==> src/rtl/ddr_host_ctrl.sv <==
// Client-side sequencer for the 8x8 memory: queues commands, issues timed strobes, returns read data in order.
// Pop->rsp_valid is 2+RD_LAT edges; cmd_ready falls when the FIFO is full; responses hold until rsp_ready.

module sync_fifo #(
  parameter int WIDTH = 8,
  parameter int DEPTH = 4
) (
  input  logic             clock,
  input  logic             reset,
  input  logic             push,
  input  logic [WIDTH-1:0] push_dat,
  input  logic             pop,
  output logic [WIDTH-1:0] pop_dat,
  output logic             full,
  output logic             empty
);
  localparam int AW = (DEPTH > 1) ? $clog2(DEPTH) : 1;

  logic [WIDTH-1:0] store [DEPTH];
  logic [AW-1:0]    wr_ptr, rd_ptr;
  logic [AW:0]      count;
  logic             do_push, do_pop;

  // Full comes from registered occupancy only, so a pop never frees a slot in the same cycle.
  assign full    = (count == (AW+1)'(DEPTH));
  assign empty   = (count == '0);
  assign do_push = push && !full;
  assign do_pop  = pop && !empty;
  assign pop_dat = store[rd_ptr];

  always_ff @(posedge clock or posedge reset) begin
    if (reset) begin
      wr_ptr <= '0;
      rd_ptr <= '0;
      count  <= '0;
    end else begin
      if (do_push) wr_ptr <= wr_ptr + AW'(1);
      if (do_pop)  rd_ptr <= rd_ptr + AW'(1);
      if (do_push && !do_pop)      count <= count + (AW+1)'(1);
      else if (!do_push && do_pop) count <= count - (AW+1)'(1);
    end
  end

  always_ff @(posedge clock) begin
    if (do_push) store[wr_ptr] <= push_dat;
  end
endmodule

module ddr_host_ctrl #(
  parameter int ADDR_W     = 3,
  parameter int DATA_W     = 8,
  parameter int FIFO_DEPTH = 4,
  parameter int RD_LAT     = 1
) (
  input  logic              clock,
  input  logic              reset,
  input  logic              cmd_valid,
  output logic              cmd_ready,
  input  logic              cmd_we,
  input  logic [ADDR_W-1:0] cmd_addr,
  input  logic [DATA_W-1:0] cmd_wdata,
  output logic              rsp_valid,
  input  logic              rsp_ready,
  output logic [DATA_W-1:0] rsp_data,
  output logic [ADDR_W-1:0] rsp_addr,
  output logic              mem_wr,
  output logic              mem_rd,
  output logic [ADDR_W-1:0] mem_wr_add,
  output logic [ADDR_W-1:0] mem_rd_add,
  output logic [DATA_W-1:0] mem_data_in,
  input  logic [DATA_W-1:0] mem_data_out,
  output logic              busy
);
  localparam int CW = (RD_LAT > 1) ? $clog2(RD_LAT) : 1;
  localparam logic [CW-1:0] LAST = CW'((RD_LAT > 0) ? RD_LAT - 1 : 0);

  typedef struct packed {
    logic              we;
    logic [ADDR_W-1:0] addr;
    logic [DATA_W-1:0] wdata;
  } cmd_t;

  typedef enum logic [2:0] {IDLE, WRITE, READ, WAIT, RESP} state_t;

  state_t        state;
  cmd_t          push_cmd, head;
  logic          fifo_full, fifo_empty, fifo_pop;
  logic [CW-1:0] lat_cnt;

  assign push_cmd  = {cmd_we, cmd_addr, cmd_wdata};
  assign cmd_ready = !fifo_full;
  assign fifo_pop  = !fifo_empty && (state == IDLE || state == WRITE);
  assign busy      = !fifo_empty || (state != IDLE);

  sync_fifo #(.WIDTH($bits(cmd_t)), .DEPTH(FIFO_DEPTH)) u_cmd_fifo (
    .clock    (clock),
    .reset    (reset),
    .push     (cmd_valid),
    .push_dat (push_cmd),
    .pop      (fifo_pop),
    .pop_dat  (head),
    .full     (fifo_full),
    .empty    (fifo_empty)
  );

  always_ff @(posedge clock or posedge reset) begin
    if (reset) begin
      state       <= IDLE;
      lat_cnt     <= '0;
      mem_wr      <= 1'b0;
      mem_rd      <= 1'b0;
      mem_wr_add  <= '0;
      mem_rd_add  <= '0;
      mem_data_in <= '0;
      rsp_valid   <= 1'b0;
      rsp_data    <= '0;
      rsp_addr    <= '0;
    end else begin
      mem_wr      <= 1'b0;
      mem_rd      <= 1'b0;
      mem_wr_add  <= '0;
      mem_data_in <= '0;
      case (state)
        // WRITE pops straight into the next command for back-to-back writes.
        IDLE, WRITE: begin
          if (fifo_pop) begin
            if (head.we) begin
              mem_wr      <= 1'b1;
              mem_wr_add  <= head.addr;
              mem_data_in <= head.wdata;
              state       <= WRITE;
            end else begin
              mem_rd     <= 1'b1;
              mem_rd_add <= head.addr;
              state      <= READ;
            end
          end else begin
            state <= IDLE;
          end
        end
        READ: begin
          if (RD_LAT == 0) begin
            rsp_valid  <= 1'b1;
            rsp_data   <= mem_data_out;
            rsp_addr   <= mem_rd_add;
            mem_rd_add <= '0;
            state      <= RESP;
          end else begin
            lat_cnt <= '0;
            state   <= WAIT;
          end
        end
        WAIT: begin
          if (lat_cnt == LAST) begin
            rsp_valid  <= 1'b1;
            rsp_data   <= mem_data_out;
            rsp_addr   <= mem_rd_add;
            mem_rd_add <= '0;
            state      <= RESP;
          end else begin
            lat_cnt <= lat_cnt + CW'(1);
          end
        end
        RESP: begin
          if (rsp_ready) begin
            rsp_valid <= 1'b0;
            state     <= IDLE;
          end
        end
        default: state <= IDLE;
      endcase
    end
  end
endmodule

==> config.mk <==
export PLATFORM = sky130hd
export DESIGN_NAME = ddr_host_ctrl
export DESIGN_NICKNAME = d
export VERILOG_FILES = /design/src/rtl/ddr_host_ctrl.sv
export SDC_FILE = /design/constraint.sdc
export NUM_CORES = 1
export LEC_CHECK = 0
export CORE_MARGIN = 2
export CORE_UTILIZATION = 30
export DETAILED_ROUTE_END_ITERATION = 10
export GPL_TIMING_DRIVEN = 0
export SLEW_MARGIN = 20
export SYNTH_ARGS = -nofsm -noshare
export SYNTH_HDL_FRONTEND = slang
export SYNTH_SLANG_ARGS = --single-unit
export TNS_END_PERCENT = 100
==> constraint.sdc <==
create_clock -name clock -period 2.4 [get_ports clock]
set_clock_uncertainty 0.1 [all_clocks]
set_input_delay 0.48 -clock clock [delete_from_list [all_inputs] [get_ports clock]]
set_output_delay 0.48 -clock clock [all_outputs]
set_load 0.005 [all_outputs]
==> summary.md <==
| Metric | Value |
|---|---|
| DRT iter0 DRCs | `49` |
| R2r setup slk | `140 ps` |
| Fillers | `1030` |
| Final Max Tran Viols | `0` |
| Root Driver | `clkbuf_8` |
| Final core occ | `39.3%` |
| GRT overflow | `0` |
| Peak VDD IR | `0.470 mV` |
| Synth top area share | `44.0%` |
| Clock transition at the registers of the reported paths | `80 ps` |
| Reg2reg path depth | `9` |
| Residual DRC | `0` |
| Post-route ant nets | `0` |
| CTS max path bufs | `2` |
| Die width | `109 microns` |
| PwrDens | `1240 mW/mm^2` |
| Routability Congestion | `0.675` |
| I/O Buffers | `53` |
| Placed Cells | `376` |
| CORE AREA | `0.0107 sq mm` |
| Cell row count | `38` |
| Number of clock sinks | `86` |
| Critical Path AT | `1750 ps` |
| Layout area overhead | `28.9%` |
| CP startpoint | `u_cmd_fifo.count[2]$_DFFE_PP0P_` |
| Seq pwr share | `43.5%` |
| Clk network pwr share | `18.3%` |
| Routed wire per std cell | `14.7 microns` |
| DRT Wirelength | `5.84 mm` |
| Initial Util | `30.5%` |
| Antenna violations before repair | `0` |
| Max-Cap Viols | `0` |
| CTS tree | `yes` |
| Max Fclk | `429 MHz` |
| Vias in the first global route | `1732` |
| Vias/cell | `4.36` |
| Setup CP Type | `reg -> out` |
| Warnings from Yosys | `0` |
| Hold Vio Cnt, Final | `0` |
| Setup_tns | `0 ps` |
| Primary FF master, synth | `edfxtp_1` |
| Finished Layout Cells | `396` |
| Worst-Margin Slew | `700 ps` |
| Count of final setup violators | `0` |
| Die footprint | `0.0118 sq mm` |
| Die Y | `109 microns` |
| Netlist Area Pre-Place | `0.00328 sq mm` |
| Hold Path Class | `in -> async` |
| R2R Path Start | `u_cmd_fifo.count[2]$_DFFE_PP0P_` |
| Status | `complete, no violations` |
| Leakage power | `1.62 nW` |
| Synth Net Count | `212` |
| Ys async rst share | `44.2%` |
| Tot Pwr | `0.00523 W` |
| Required @ worst endpoint | `1820 ps` |
| Synth Instances | `182` |
| Startpoint type of the worst setup path | `flop` |
| #FFs+latches synth | `86` |
| Synth top area cells | `edfxtp_1 (44%), dfrtp_1 (29%), mux4_2 (6.2%)` |
| Post-route cell area | `0.00422 sq mm` |
| Area leader, netlist | `edfxtp_1` |
| Vias post-DR | `1728` |
| Avg Inst Size Synth | `18.0 sq um` |
| Final min period | `2330 ps` |
| Sw frac | `29.0%` |
| Multi-input gate area | `821 sq um` |
| Critical path fanouts, max | `2` |
| Slew HR | `53.4%` |
| P_int | `0.00371 W` |
| I/O Pins | `54` |
| Net switching power figure | `0.00152 W` |
| Terminus of the critical flop-to-flop path | `u_cmd_fifo.count[2]$_DFFE_PP0P_` |
| DP Wirelength | `3.79 mm` |
| Number of synthesized flops with an enable pin | `48` |
| Largest net degree at the start of global routing | `25` |
| H-tree depth | `3` |
| Diodes inserted | `0` |
| First-pass GRT wire length | `8.90 mm` |
| Most common cell in the netlist | `edfxtp_1` |
| Dpl cell area | `0.00400 sq mm` |
| RSZ-0062 raised after global routing | `false` |
| Gr usage total | `10.5%` |
| Fraction of layout cells with a size suffix above 1 | `19.9%` |
| Clock latency on the worst-skew pair | `350 ps` |
| Count of cell types in the netlist | `28` |
| Logic gate share of total power | `38.2%` |
| CTS Buf Count | `9` |
| Drt pass-1 iters | `6` |
| List of most frequent post-synthesis cells | `edfxtp_1 (48), dfrtp_1 (38), mux2_2 (14), mux4_2 (9)` |
| Period Utilization, post-route | `97.1%` |
| Layout Nets | `281` |
| Seq/Total Area, Yosys | `73.0%` |
| Crit end category | `output pin` |
| Sequential cell area | `0.00239 sq mm` |
-- sequential cells by signal, indices dropped and copies added, names as in the netlist, 2 cells and up --
name and count:
u_cmd_fifo.rd_ptr 2, mem_rd_add 3, rsp_addr 3, state 3
u_cmd_fifo.count 3, u_cmd_fifo.wr_ptr 2, mem_wr_add 3, rsp_data 8
u_cmd_fifo.store 48, mem_data_in 8
-- routing by layer --
metal / share of wire (%) / track usage [%] / wire [microns] / vias to the layer above
met2: 48 / 17.3 / 2780 / 56
met3: 7.6 / 3.25 / 442 / 10
met5: 0 / 0 / 0 / -
met1: 43 / 12.5 / 2510 / 866
li1: - / - / - / 796
met4: 1.9 / 4.67 / 110 / 0
-- repair_timing --
| item | 4_1_cts | 5_1_grt |
|---|---|---|
| setup endpoints to repair | 1 | 2 |
| hold buffers | 0 | 0 |
| pin swaps | 1 | 0 |
| buffers inserted | 4 | 0 |
| gates resized for setup | 2 | 3 |
-- kinds of logic after synthesis --
| kind of cell | count (synthesis) | share of synthesized area (%) |
|---|---|---|
| flip-flops | 86 | 73.0 |
| AND/OR/NAND/NOR | 34 | 5.53 |
| multiplexers | 30 | 14.1 |
| buffers and inverters | 15 | 2.33 |
| XOR/XNOR | 6 | 1.60 |
| adder cells (fa/ha/maj) | 6 | 2.52 |
| AO/OA/AOI/OAI | 5 | 0.916 |
-- worst max path at each step --
stage,to,slack (ps),cells past startpoint
after global routing,u_cmd_fifo.count[2]$_DFFE_PP0P_,2,9
final,busy,70,3
after floorplan,u_cmd_fifo.count[2]$_DFFE_PP0P_,290,8
after detailed placement,u_cmd_fifo.count[2]$_DFFE_PP0P_,-290,8
after CTS,busy,10,3
after global placement,u_cmd_fifo.count[2]$_DFFE_PP0P_,-280,8
-- critical path: stages (launching register included) --
cell and delay, ps:
dfrtp_1 390, or3_4 390, or4_1 410, clkdlybuf4s15_1 230
-- power by group through the flow --
stage | combinational, W | clock, W | sequential [W]
2_1_floorplan | 0.00112 | 0 | 0.00231
3_3_place_gp | 0.00193 | 0 | 0.00231
3_5_place_dp | 0.00197 | 0 | 0.00232
4_1_cts | 0.00204 | 0.000976 | 0.00228
5_1_grt | 0.00222 | 0.00104 | 0.00232
6_report | 0.00200 | 0.000954 | 0.00227
-- cell type report --
type	count	area share (%)
tap	140	4.15
buffer	7	1.10
timing repair buffer	58	13.7
multi-input combinational	81	19.4
clock inverter	3	0.948
inverter	8	0.711
clock buffer	13	3.29
sequential	86	56.6
-- cells in the final DEF (no fill, tap or decap), types with 2 or more instances in the layout --
cell type        Yosys  routed
nor2_1               7       7
ha_1                 5       4
a21oi_1              2       2
mux2_2              14      14
xor2_1               2       2
and2_1               4       4
xnor2_1              4       4
clkbuf_1             1       5
nand2_1              7       7
buf_2                4       4
inv_1                8       7
dfrtp_1             38      38
nor2b_1              8       8
mux4_2               9       9
clkbuf_8             0       9
clkinv_2             0       2
buf_4                0       4
edfxtp_1            48      48
mux2i_1              5       5
nand3_1              3       3
clkdlybuf4s50_1      0      52
buf_6                2       2
mux4_1               2       2
-- through the flow --
| step | hold slack [ps] | worst slack, ps |
|---|---|---|
| after floorplan | 377 | 290 |
| after global placement | 386 | -278 |
| after detailed placement | 392 | -292 |
| after CTS | 327 | 11.7 |
| after global routing | 351 | 2.24 |
| final | 318 | 70.6 |
Power figures use the tool's default switching activity.
